<file path="config.mk">
export PLATFORM = sky130hd
export DESIGN_NAME = truth_table_sequencer_flat
export DESIGN_NICKNAME = d
export VERILOG_FILES = /design/src/rtl/tt_pkg.sv /design/src/rtl/truth_table_sequencer_if.sv /design/src/rtl/tt_hold_timer.sv /design/src/rtl/truth_table_sequencer.sv /design/src/flat_wrapper.sv
export SDC_FILE = /design/constraint.sdc
export NUM_CORES = 1
export LEC_CHECK = 0
export ABC_AREA = 0
export CAP_MARGIN = 20
export CORE_MARGIN = 3
export CORE_UTILIZATION = 45
export CTS_BUF_LIST = sky130_fd_sc_hd__clkbuf_4 sky130_fd_sc_hd__clkbuf_8
export CTS_CLUSTER_SIZE = 30
export DETAILED_ROUTE_END_ITERATION = 6
export PLACE_DENSITY = 0.77
export REMOVE_ABC_BUFFERS = 1
export SYNTH_ARGS = -nofsm -noshare
export SYNTH_HDL_FRONTEND = slang
export SYNTH_HIERARCHICAL = 1
export SYNTH_SLANG_ARGS = --single-unit
</file>
<file path="constraint.sdc">
create_clock -name clk -period 2.1 [get_ports clk]
set_clock_uncertainty 0.15 [all_clocks]
set_input_delay 0.315 -clock clk [delete_from_list [all_inputs] [get_ports clk]]
set_output_delay 0.315 -clock clk [all_outputs]
set_load 0.05 [all_outputs]
</file>
<file path="src/rtl/tt_pkg.sv">
// Shared definitions for the truth-table sequencer: FSM state encoding and
// the width of the settle hold counter.
package tt_pkg;

    typedef enum logic [1:0] {
        IDLE   = 2'd0,
        SETTLE = 2'd1,
        SAMPLE = 2'd2,
        DONE   = 2'd3
    } tt_state_t;

    // Wide enough for SETTLE_CYC in 0..15
    localparam int CNT_W = 4;

endpackage

</file>
<file path="src/rtl/truth_table_sequencer_if.sv">
// Host/function-under-test bundle for truth_table_sequencer. The sequencer
// takes the slave side; the host and the function block drive the master side.
interface truth_table_sequencer_if #(
    parameter int N_INPUTS = 3
);
    localparam int TW = 1 << N_INPUTS;

    logic                start;
    logic [TW-1:0]       expected;
    logic                s_in;
    logic [N_INPUTS-1:0] vec_out;
    logic                busy;
    logic                done;
    logic [TW-1:0]       table_out;
    logic                match;
    logic [N_INPUTS:0]   err_cnt;

    modport master (
        output start, expected, s_in,
        input  vec_out, busy, done, table_out, match, err_cnt
    );

    modport slave (
        input  start, expected, s_in,
        output vec_out, busy, done, table_out, match, err_cnt
    );

endinterface

</file>
<file path="src/rtl/tt_hold_timer.sv">
// Loadable down-counter that flags the final cycle of a settle window.
module tt_hold_timer
    import tt_pkg::*;
(
    input  logic             clk,
    input  logic             rst_n,
    input  logic             load,
    input  logic             dec,
    input  logic [CNT_W-1:0] load_val,
    output logic             last
);

    logic [CNT_W-1:0] cnt;

    always_ff @(posedge clk) begin
        if (!rst_n)
            cnt <= '0;
        else if (load)
            cnt <= load_val;
        else if (dec && cnt != '0)
            cnt <= cnt - 1'b1;
    end

    assign last = (cnt == CNT_W'(1));

endmodule

</file>
<file path="src/rtl/truth_table_sequencer.sv">
// Sweeps a combinational function through all 2^N input codes and captures
// its truth table. Define TTSEQ_COMPARE_EN to add the expected-table check.
module truth_table_sequencer
    import tt_pkg::*;
#(
    parameter int N_INPUTS   = 3,
    parameter int SETTLE_CYC = 1
) (
    input logic                    clk,
    input logic                    rst_n,
    truth_table_sequencer_if.slave bus
);

    localparam int TW = 1 << N_INPUTS;

    tt_state_t           state, state_nx;
    logic [N_INPUTS-1:0] vec_q;
    logic [TW-1:0]       tbl_q;
    logic                accept, last_code;
    logic                ld, dec, hold_last;

    assign accept    = (state == IDLE) && bus.start;
    assign last_code = &vec_q;

    tt_hold_timer u_hold (
        .clk      (clk),
        .rst_n    (rst_n),
        .load     (ld),
        .dec      (dec),
        .load_val (CNT_W'(SETTLE_CYC)),
        .last     (hold_last)
    );

    always_ff @(posedge clk) begin
        if (!rst_n)
            state <= IDLE;
        else
            state <= state_nx;
    end

    always_comb begin
        state_nx = state;
        ld       = 1'b0;
        dec      = 1'b0;
        case (state)
            IDLE: begin
                if (bus.start) begin
                    ld       = 1'b1;
                    state_nx = (SETTLE_CYC > 0) ? SETTLE : SAMPLE;
                end
            end
            SETTLE: begin
                dec = 1'b1;
                if (hold_last)
                    state_nx = SAMPLE;
            end
            SAMPLE: begin
                if (last_code)
                    state_nx = DONE;
                else if (SETTLE_CYC > 0) begin
                    ld       = 1'b1;
                    state_nx = SETTLE;
                end
            end
            DONE:    state_nx = IDLE;
            default: state_nx = IDLE;
        endcase
    end

    always_ff @(posedge clk) begin
        if (!rst_n) begin
            vec_q <= '0;
            tbl_q <= '0;
        end else if (accept) begin
            vec_q <= '0;
            tbl_q <= '0;
        end else if (state == SAMPLE) begin
            tbl_q[vec_q] <= bus.s_in;
            if (!last_code)
                vec_q <= vec_q + N_INPUTS'(1);
        end
    end

`ifdef TTSEQ_COMPARE_EN
    logic [TW-1:0]     exp_q;
    logic [N_INPUTS:0] err_q;
    logic              match_q, mis;

    assign mis = (bus.s_in != exp_q[vec_q]);

    always_ff @(posedge clk) begin
        if (!rst_n) begin
            exp_q   <= '0;
            err_q   <= '0;
            match_q <= 1'b0;
        end else if (accept) begin
            exp_q   <= bus.expected;
            err_q   <= '0;
            match_q <= 1'b0;
        end else if (state == SAMPLE) begin
            err_q <= err_q + {{N_INPUTS{1'b0}}, mis};
            // Resolve match on the final sample so it is valid alongside done
            if (last_code)
                match_q <= (err_q == '0) && !mis;
        end
    end

    assign bus.err_cnt = err_q;
    assign bus.match   = match_q;
`else
    logic unused_expected;
    assign unused_expected = ^bus.expected;
    assign bus.err_cnt     = '0;
    assign bus.match       = 1'b0;
`endif

    assign bus.vec_out   = vec_q;
    assign bus.table_out = tbl_q;
    assign bus.busy      = (state != IDLE);
    assign bus.done      = (state == DONE);

endmodule

</file>
<file path="src/flat_wrapper.sv">
// flat-port wrapper written by rule: the top's interface ports become plain ports
module truth_table_sequencer_flat import tt_pkg::*;
#(
    parameter int N_INPUTS   = 3,
    parameter int SETTLE_CYC = 1
)
  (clk, rst_n, bus_start, bus_expected, bus_s_in, bus_vec_out, bus_busy, bus_done, bus_table_out, bus_match, bus_err_cnt);
  truth_table_sequencer_if #(.N_INPUTS(N_INPUTS)) bus_i ();
  input logic clk;
  input logic rst_n;
  input wire logic [$bits(bus_i.start)-1:0] bus_start;
  input wire logic [$bits(bus_i.expected)-1:0] bus_expected;
  input wire logic [$bits(bus_i.s_in)-1:0] bus_s_in;
  output wire logic [$bits(bus_i.vec_out)-1:0] bus_vec_out;
  output wire logic [$bits(bus_i.busy)-1:0] bus_busy;
  output wire logic [$bits(bus_i.done)-1:0] bus_done;
  output wire logic [$bits(bus_i.table_out)-1:0] bus_table_out;
  output wire logic [$bits(bus_i.match)-1:0] bus_match;
  output wire logic [$bits(bus_i.err_cnt)-1:0] bus_err_cnt;
  assign bus_i.start = bus_start;
  assign bus_i.expected = bus_expected;
  assign bus_i.s_in = bus_s_in;
  assign bus_vec_out = bus_i.vec_out;
  assign bus_busy = bus_i.busy;
  assign bus_done = bus_i.done;
  assign bus_table_out = bus_i.table_out;
  assign bus_match = bus_i.match;
  assign bus_err_cnt = bus_i.err_cnt;
  truth_table_sequencer #(.N_INPUTS(N_INPUTS), .SETTLE_CYC(SETTLE_CYC)) u_core (.clk(clk), .rst_n(rst_n), .bus(bus_i));
endmodule
</file>
==> results of run 1 <==
==> cell usage in the layout, fill, tap and decap left out <==
cell type | netlist | layout
a2111o_1 | 2 | 2
a21boi_0 | 1 | 1
a311oi_1 | 1 | 1
a31o_2 | 1 | 1
a31oi_1 | 1 | 1
and2_1 | 2 | 2
and3b_1 | 1 | 1
buf_4 | 5 | 8
clkbuf_4 | 0 | 3
clkdlybuf4s50_1 | 0 | 12
clkinv_2 | 0 | 1
conb_1 | 2 | 9
dfxtp_1 | 17 | 17
ha_1 | 4 | 4
inv_1 | 7 | 7
mux2i_1 | 11 | 11
nand2_1 | 8 | 8
nand3_1 | 14 | 14
nand3_4 | 1 | 1
nand3b_1 | 3 | 3
nand4_1 | 3 | 3
nand4b_1 | 1 | 1
nor2_1 | 9 | 9
nor2b_1 | 2 | 2
nor3_1 | 1 | 1
nor3b_1 | 1 | 1
nor3b_2 | 2 | 2
o21ai_0 | 1 | 1
o2bb2ai_1 | 1 | 1
or2_2 | 1 | 1
or3b_1 | 2 | 2
xnor2_1 | 1 | 1
==> power groups by stage <==
stage	clock (mW)	sequential [mW]	combinational [mW]
finish	0.176	0.349	0.139
global route	0.198	0.351	0.152
CTS	0.183	0.348	0.138
detailed placement	0	0.355	0.136
global placement	0	0.355	0.133
floorplan	0	0.353	0.101
==> sequential cells by signal, indices dropped and copies added (netlist names) <==
signal,cells
u_core/u_hold/cnt,4
u_core/bus.table_out,8
u_core/bus.vec_out,3
u_core/state,2
==> final timing paths <==
kind / to / slack (ps)
setup / recovery: bus_vec_out[2] / 110
hold / removal: u_core/bus.table_out[7] / 330
setup reg to reg: u_core/u_hold/cnt[3] / 210
hold reg to reg: u_core/bus.table_out[7] / 330
==> cells by family (layout without fill, tap and decap cells) <==
logic type	after synthesis	after routing	synth area share
compound gates	8	8	0.06862
xor+xnor	1	1	0.008896
fa+ha+maj	4	4	0.05083
buf+inv	18	31	0.1055
flops	17	17	0.3456
mux	11	11	0.1118
other cells	2	9	0.007627
simple gates	51	51	0.3011
==> area by class of cell <==
type                            instances  area share
Clock inverter                          1    0.004260
Tap cell                               27     0.02875
Sequential cell                        17      0.2897
Clock buffer                            3     0.01917
Inverter                                7     0.02236
Timing Repair Buffer                   20      0.1534
Multi-Input combinational cell         84      0.4824
==> metal layers <==
layer	part of all wire	up-vias	track usage
li1	-	414	-
met1	0.45	382	0.1787
met2	0.52	18	0.2686
met3	0.027	2	0.02564
met4	0.0090	0	0.05106
met5	0	-	0
==> metrics.txt, run 1 <==
Yosys warning count=6; P_int=0.4523 mW; Worst Hold Launch=u_core/bus.table_out[7]; top post-synthesis cells by area=dfxtp_1 35%, mux2i_1 11%, nand3_1 7.1%; Final HPWL DP=1404 um; Leak=0.5138 nW; largest net degree at the start of global routing=13; Initial DRC Count=10; total grt overflow=0; # fillers=184; initial antenna violation count=0; CP Buf/Inv Count=1; list of most frequent post-synthesis cells=17 x dfxtp_1, 14 x nand3_1, 11 x mux2i_1; post-CTS setup buffer count=0; origin of the critical flop-to-flop path=u_core/bus.vec_out[0]; Starting Density=0.4870; GPL Wtd Cong=0.7880; I/O Pins=30; first-pass detailed-route iteration total=4; total track usage=0.1505; critical-path cell list=clkdlybuf4s50_1; Synth cell types=32; Final Critical Period=just under 2000 ps; pwr/cell area=565.3 nW/um^2; status=finished clean; kind of critical path=flip-flop to output port; top_reg_cell synth=dfxtp_1; signal arrival time at the worst endpoint=roughly 1500 ps; area delta synth->final=19.31%; # port buffers=16; Net Switching=0.2119 mW; diode count=0; total power=between 0.6 and 0.7 mW; CTS H-Tree Depth=1; Fin. Hold Viols=0; first-pass GRT wire length=3187 um; vias per inst=a little over 5; slowest stage delay, CP=830 ps; non-filler instance count after layout=159; Max Clock Freq=about 0.5 GHz; Seq. cell area=340.3 sq um; vias in the first global route=755; CP Max Fanout=5; maxcap violations=0; die height=52.78 um; Synth Instances=112; CP Launch Point=u_core/bus.vec_out[2]; post-route setup slack=approximately 110 ps; Top delay family on crit path=buffers and inverters; register area share after synthesis=0.3456; Switching Fraction=0.3190; mean post-synth cell area=8.792 sq um; Peak VDD IR=0.3583 mV; Core Area=~2000 sq um; clock share of power=0.266; fraction of layout cells with a size suffix above 1=0.1288; Worst Tran Pin Value=approximately 500 ps; dpl cell area=1147 sq um; Worst-path clk slew=~100 ps; RSZ-0062 raised after global routing=no; row cnt=16; post-route ant nets=0; max-slew violations=0; Startpoint Class=flip-flop; post-synth top area share=0.3456; Yosys top cell by area=dfxtp_1; vias=816; Critical-path top delay cell=clkdlybuf4s50_1; final WL=1890 um; Logic pwr share=0.210; number of synthesized flops with an enable pin=0; Hold Path Class=flip-flop to flip-flop; CTS tree=built; Flop pwr share=0.525; DRC Markers=0; Worst Hold Margin=333.5 ps; area of the multi-input gates=566.8 sq um; Die Width=52.78 um; Final setup viols=0; Final Instance Area=1175 sq um; Reg2Reg Depth=8; CTS Buffer Depth=2; post-route setup TNS=0 ps; CP Data Required Time=roughly 1600 ps; hold buffers post-CTS=0; crit share post-route=0.9469; Num CTS Buffers=3; count leader, synth=dfxtp_1; final core occ=0.5811; Sink Count=17; die area=between 2000 and 3000 sq um; dpl cells=155; hold depth=2; Nets=149; Root Buffer=clkbuf_4; synthesized cell area=between 900 and 1000 sq um; CP Depth=1; Async SR Flop Fraction=0; Clk Latency, worst-skew pair=280 ps; Worst setup EP type=output port; post-cts resize count=0; Rel. slew slack=0.6642; drt wl/cell=11.89 um; Seq cells post-synth=17; worst slack, placed=161.4 ps
(Power assumes the default switching activity.)
==> run 2, diff against run 1 <==
--- a/config.mk
+++ b/config.mk
@@ -12,9 +12,8 @@
 export CTS_BUF_LIST = sky130_fd_sc_hd__clkbuf_4 sky130_fd_sc_hd__clkbuf_8
 export CTS_CLUSTER_SIZE = 30
 export DETAILED_ROUTE_END_ITERATION = 6
-export PLACE_DENSITY = 0.77
+export PLACE_DENSITY = 0.79
 export REMOVE_ABC_BUFFERS = 1
 export SYNTH_ARGS = -nofsm -noshare
 export SYNTH_HDL_FRONTEND = slang
-export SYNTH_HIERARCHICAL = 1
 export SYNTH_SLANG_ARGS = --single-unit
==> run 2 against run 1 <==
Clock-buffer cell count grew 1. Via count down 5.5%. Register-to-register slack gained 210 ps.
==> metrics.txt, run 2 <==
status=finished clean (unchanged); initial antenna violation count=0 (unchanged); register area share after synthesis=0.3741 (was 0.3456); post-route setup TNS=0 ps (unchanged); CP Buf/Inv Count=1 (unchanged); GPL Wtd Cong=0.7938 (was 0.7880); total track usage=0.1567 (was 0.1505); CP Data Required Time=1630 ps (about the same); top_reg_cell synth=dfxtp_1 (unchanged); Yosys warning count=0 (was 6); Seq cells post-synth=17 (unchanged); vias=771 (was 816); kind of critical path=flip-flop to output port (unchanged); total power=0.6325 mW (was 0.6641 mW); row cnt=15 (was 16); post-route ant nets=0 (unchanged); synthesized cell area=909.6 sq um (was 984.7 sq um); Worst-path clk slew=100 ps (about the same); CTS Buffer Depth=2 (unchanged); CTS tree=built (unchanged); Worst Tran Pin Value=498.1 ps (was 502.1 ps); first-pass detailed-route iteration total=4 (unchanged); Final setup viols=0 (unchanged); most common cell after layout, fill and taps aside=dfxtp_1 (unchanged); final WL=1660 um (was 1890 um); largest net degree at the start of global routing=14 (was 13); most frequent cells in the layout=17 x dfxtp_1, 11 x clkdlybuf4s50_1, 10 x a21oi_1 (was 17 x dfxtp_1, 14 x nand3_1, 12 x clkdlybuf4s50_1); Num CTS Buffers=3 (unchanged); fraction of layout cells with a size suffix above 1=0.1220 (was 0.1288); Max Clock Freq=0.5248 GHz (was 0.5029 GHz); CTS H-Tree Depth=1 (unchanged); Final HPWL DP=1278 um (was 1404 um); Synth Instances=107 (was 112); Synth cell types=34 (was 32); Critical-path top delay cell=clkdlybuf4s50_1 (unchanged); total grt overflow=0 (unchanged); die area=2597 sq um (was 2786 sq um); critical-path cell list=clkdlybuf4s50_1 (unchanged); Die Width=50.96 um (was 52.78 um); vias in the first global route=727 (was 755); I/O Pins=30 (unchanged); vias per inst=5.209 (was 5.132); Sink Count=17 (unchanged); Starting Density=0.4997 (was 0.4870); slowest stage delay, CP=800 ps (was 830 ps); Clk Latency, worst-skew pair=290 ps (was 280 ps); post-synth top area share=0.3741 (was 0.3456); Leak=0.4275 nW (was 0.5138 nW); top post-synthesis cells by area=dfxtp_1 37%, a21oi_1 5.5%, ha_1 5.5% (was dfxtp_1 35%, mux2i_1 11%, nand3_1 7.1%); Async SR Flop Fraction=0 (unchanged); Core Area=1821 sq um (was 2022 sq um); CP Max Fanout=2 (was 5); Largest register FFs=8 (unchanged); count leader, synth=dfxtp_1 (unchanged); number of synthesized flops with an enable pin=0 (unchanged); area delta synth->final=20.77% (was 19.31%); pwr/cell area=575.7 nW/um^2 (was 565.3 nW/um^2); crit share post-route=0.9074 (was 0.9469); RSZ-0062 raised after global routing=no (unchanged); Top delay family on crit path=buffers and inverters (unchanged); Rel. slew slack=0.6669 (was 0.6642); drt wl/cell=11.22 um (was 11.89 um); # fillers=179 (was 184); DRC Markers=0 (unchanged); Initial DRC Count=16 (was 10); first-pass GRT wire length=3125 um (was 3187 um); Hold Path Class=flip-flop to flip-flop (unchanged); die height=50.96 um (was 52.78 um); Startpoint Class=flip-flop (unchanged); Worst setup EP type=output port (unchanged); max-slew violations=0 (unchanged); signal arrival time at the worst endpoint=1440 ps (was 1520 ps); post-CTS setup buffer count=0 (unchanged); Nets=140 (was 149); list of most frequent post-synthesis cells=17 x dfxtp_1, 10 x a21oi_1, 9 x o21ai_0 (was 17 x dfxtp_1, 14 x nand3_1, 11 x mux2i_1); Peak VDD IR=0.5266 mV (was 0.3583 mV); Final Critical Period=1905 ps (was 1989 ps); maxcap violations=0 (unchanged); post-cts resize count=0 (unchanged); Yosys top cell by area=dfxtp_1 (unchanged); Root Buffer=clkbuf_4 (unchanged); diode count=0 (unchanged); hold buffers post-CTS=0 (unchanged); Fin. Hold Viols=0 (unchanged); # port buffers=16 (unchanged); mean post-synth cell area=8.501 sq um (was 8.792 sq um)
## run 2: cell families (layout without fill, tap and decap cells)
family	count (synthesis)	in the layout	share of synthesized area
mux	3	3	0.03301
simple gates	40	40	0.2655
compound gates	26	26	0.1733
xor+xnor	1	1	0.009630
buf+inv	15	27	0.08527
fa+ha+maj	4	4	0.05502
other cells	1	5	0.004123
flops	17	17	0.3741
## run 2: area by class of cell
class                   instances  area (sq um)  area share
multi-input cells              79         506.7      0.4613
well taps                      25         31.28     0.02847
flip-flops and latches         17         340.3      0.3098
inverters                       4         15.01     0.01367
repair buffers                 19         175.2      0.1595
clock buffers                   4         30.03     0.02733
## run 2: through the flow
step	utilization	hold slack [ps]	area (sq um)	cells	worst slack [ps]
after global routing	0.6034	372.7	1099	148	130.5
after floorplan	-	312.7	862.1	100	76.35
after global placement	0.5856	308.3	1066	144	399.6
after detailed placement	0.5856	324.8	1066	144	386.5
after CTS	0.6021	337.7	1096	148	30.07
final	0.6034	331.4	1099	148	194.5
## run 2: worst paths after layout
kind         cells past startpoint                     from  slack, ps                 endpoint
min                              2  u_core.bus.table_out[1]        330  u_core.bus.table_out[1]
max                              1  u_core.bus.table_out[0]        190         bus_table_out[0]
max reg2reg                      3          u_core.state[0]        420     u_core.u_hold.cnt[3]
min reg2reg                      2  u_core.bus.table_out[1]        330  u_core.bus.table_out[1]
## run 2: metal layers
layer  GRT usage  routed length, um
met1      0.1929                753
met5           0                  0
met2      0.2511                761
met3     0.05539                123
met4     0.05381                 22
## run 2: report_power, final
part | leakage (nW) | internal [mW] | switching, mW
combinational | 0.271 | 0.0384 | 0.0687
sequential | 0.138 | 0.329 | 0.0112
clock | 0.0184 | 0.0868 | 0.0980
## run 2: worst reg2reg max path: stages (launching register included)
cell,delay (ps)
dfxtp_1,530
nand2b_1,220
or4_1,520
a211oi_2,180
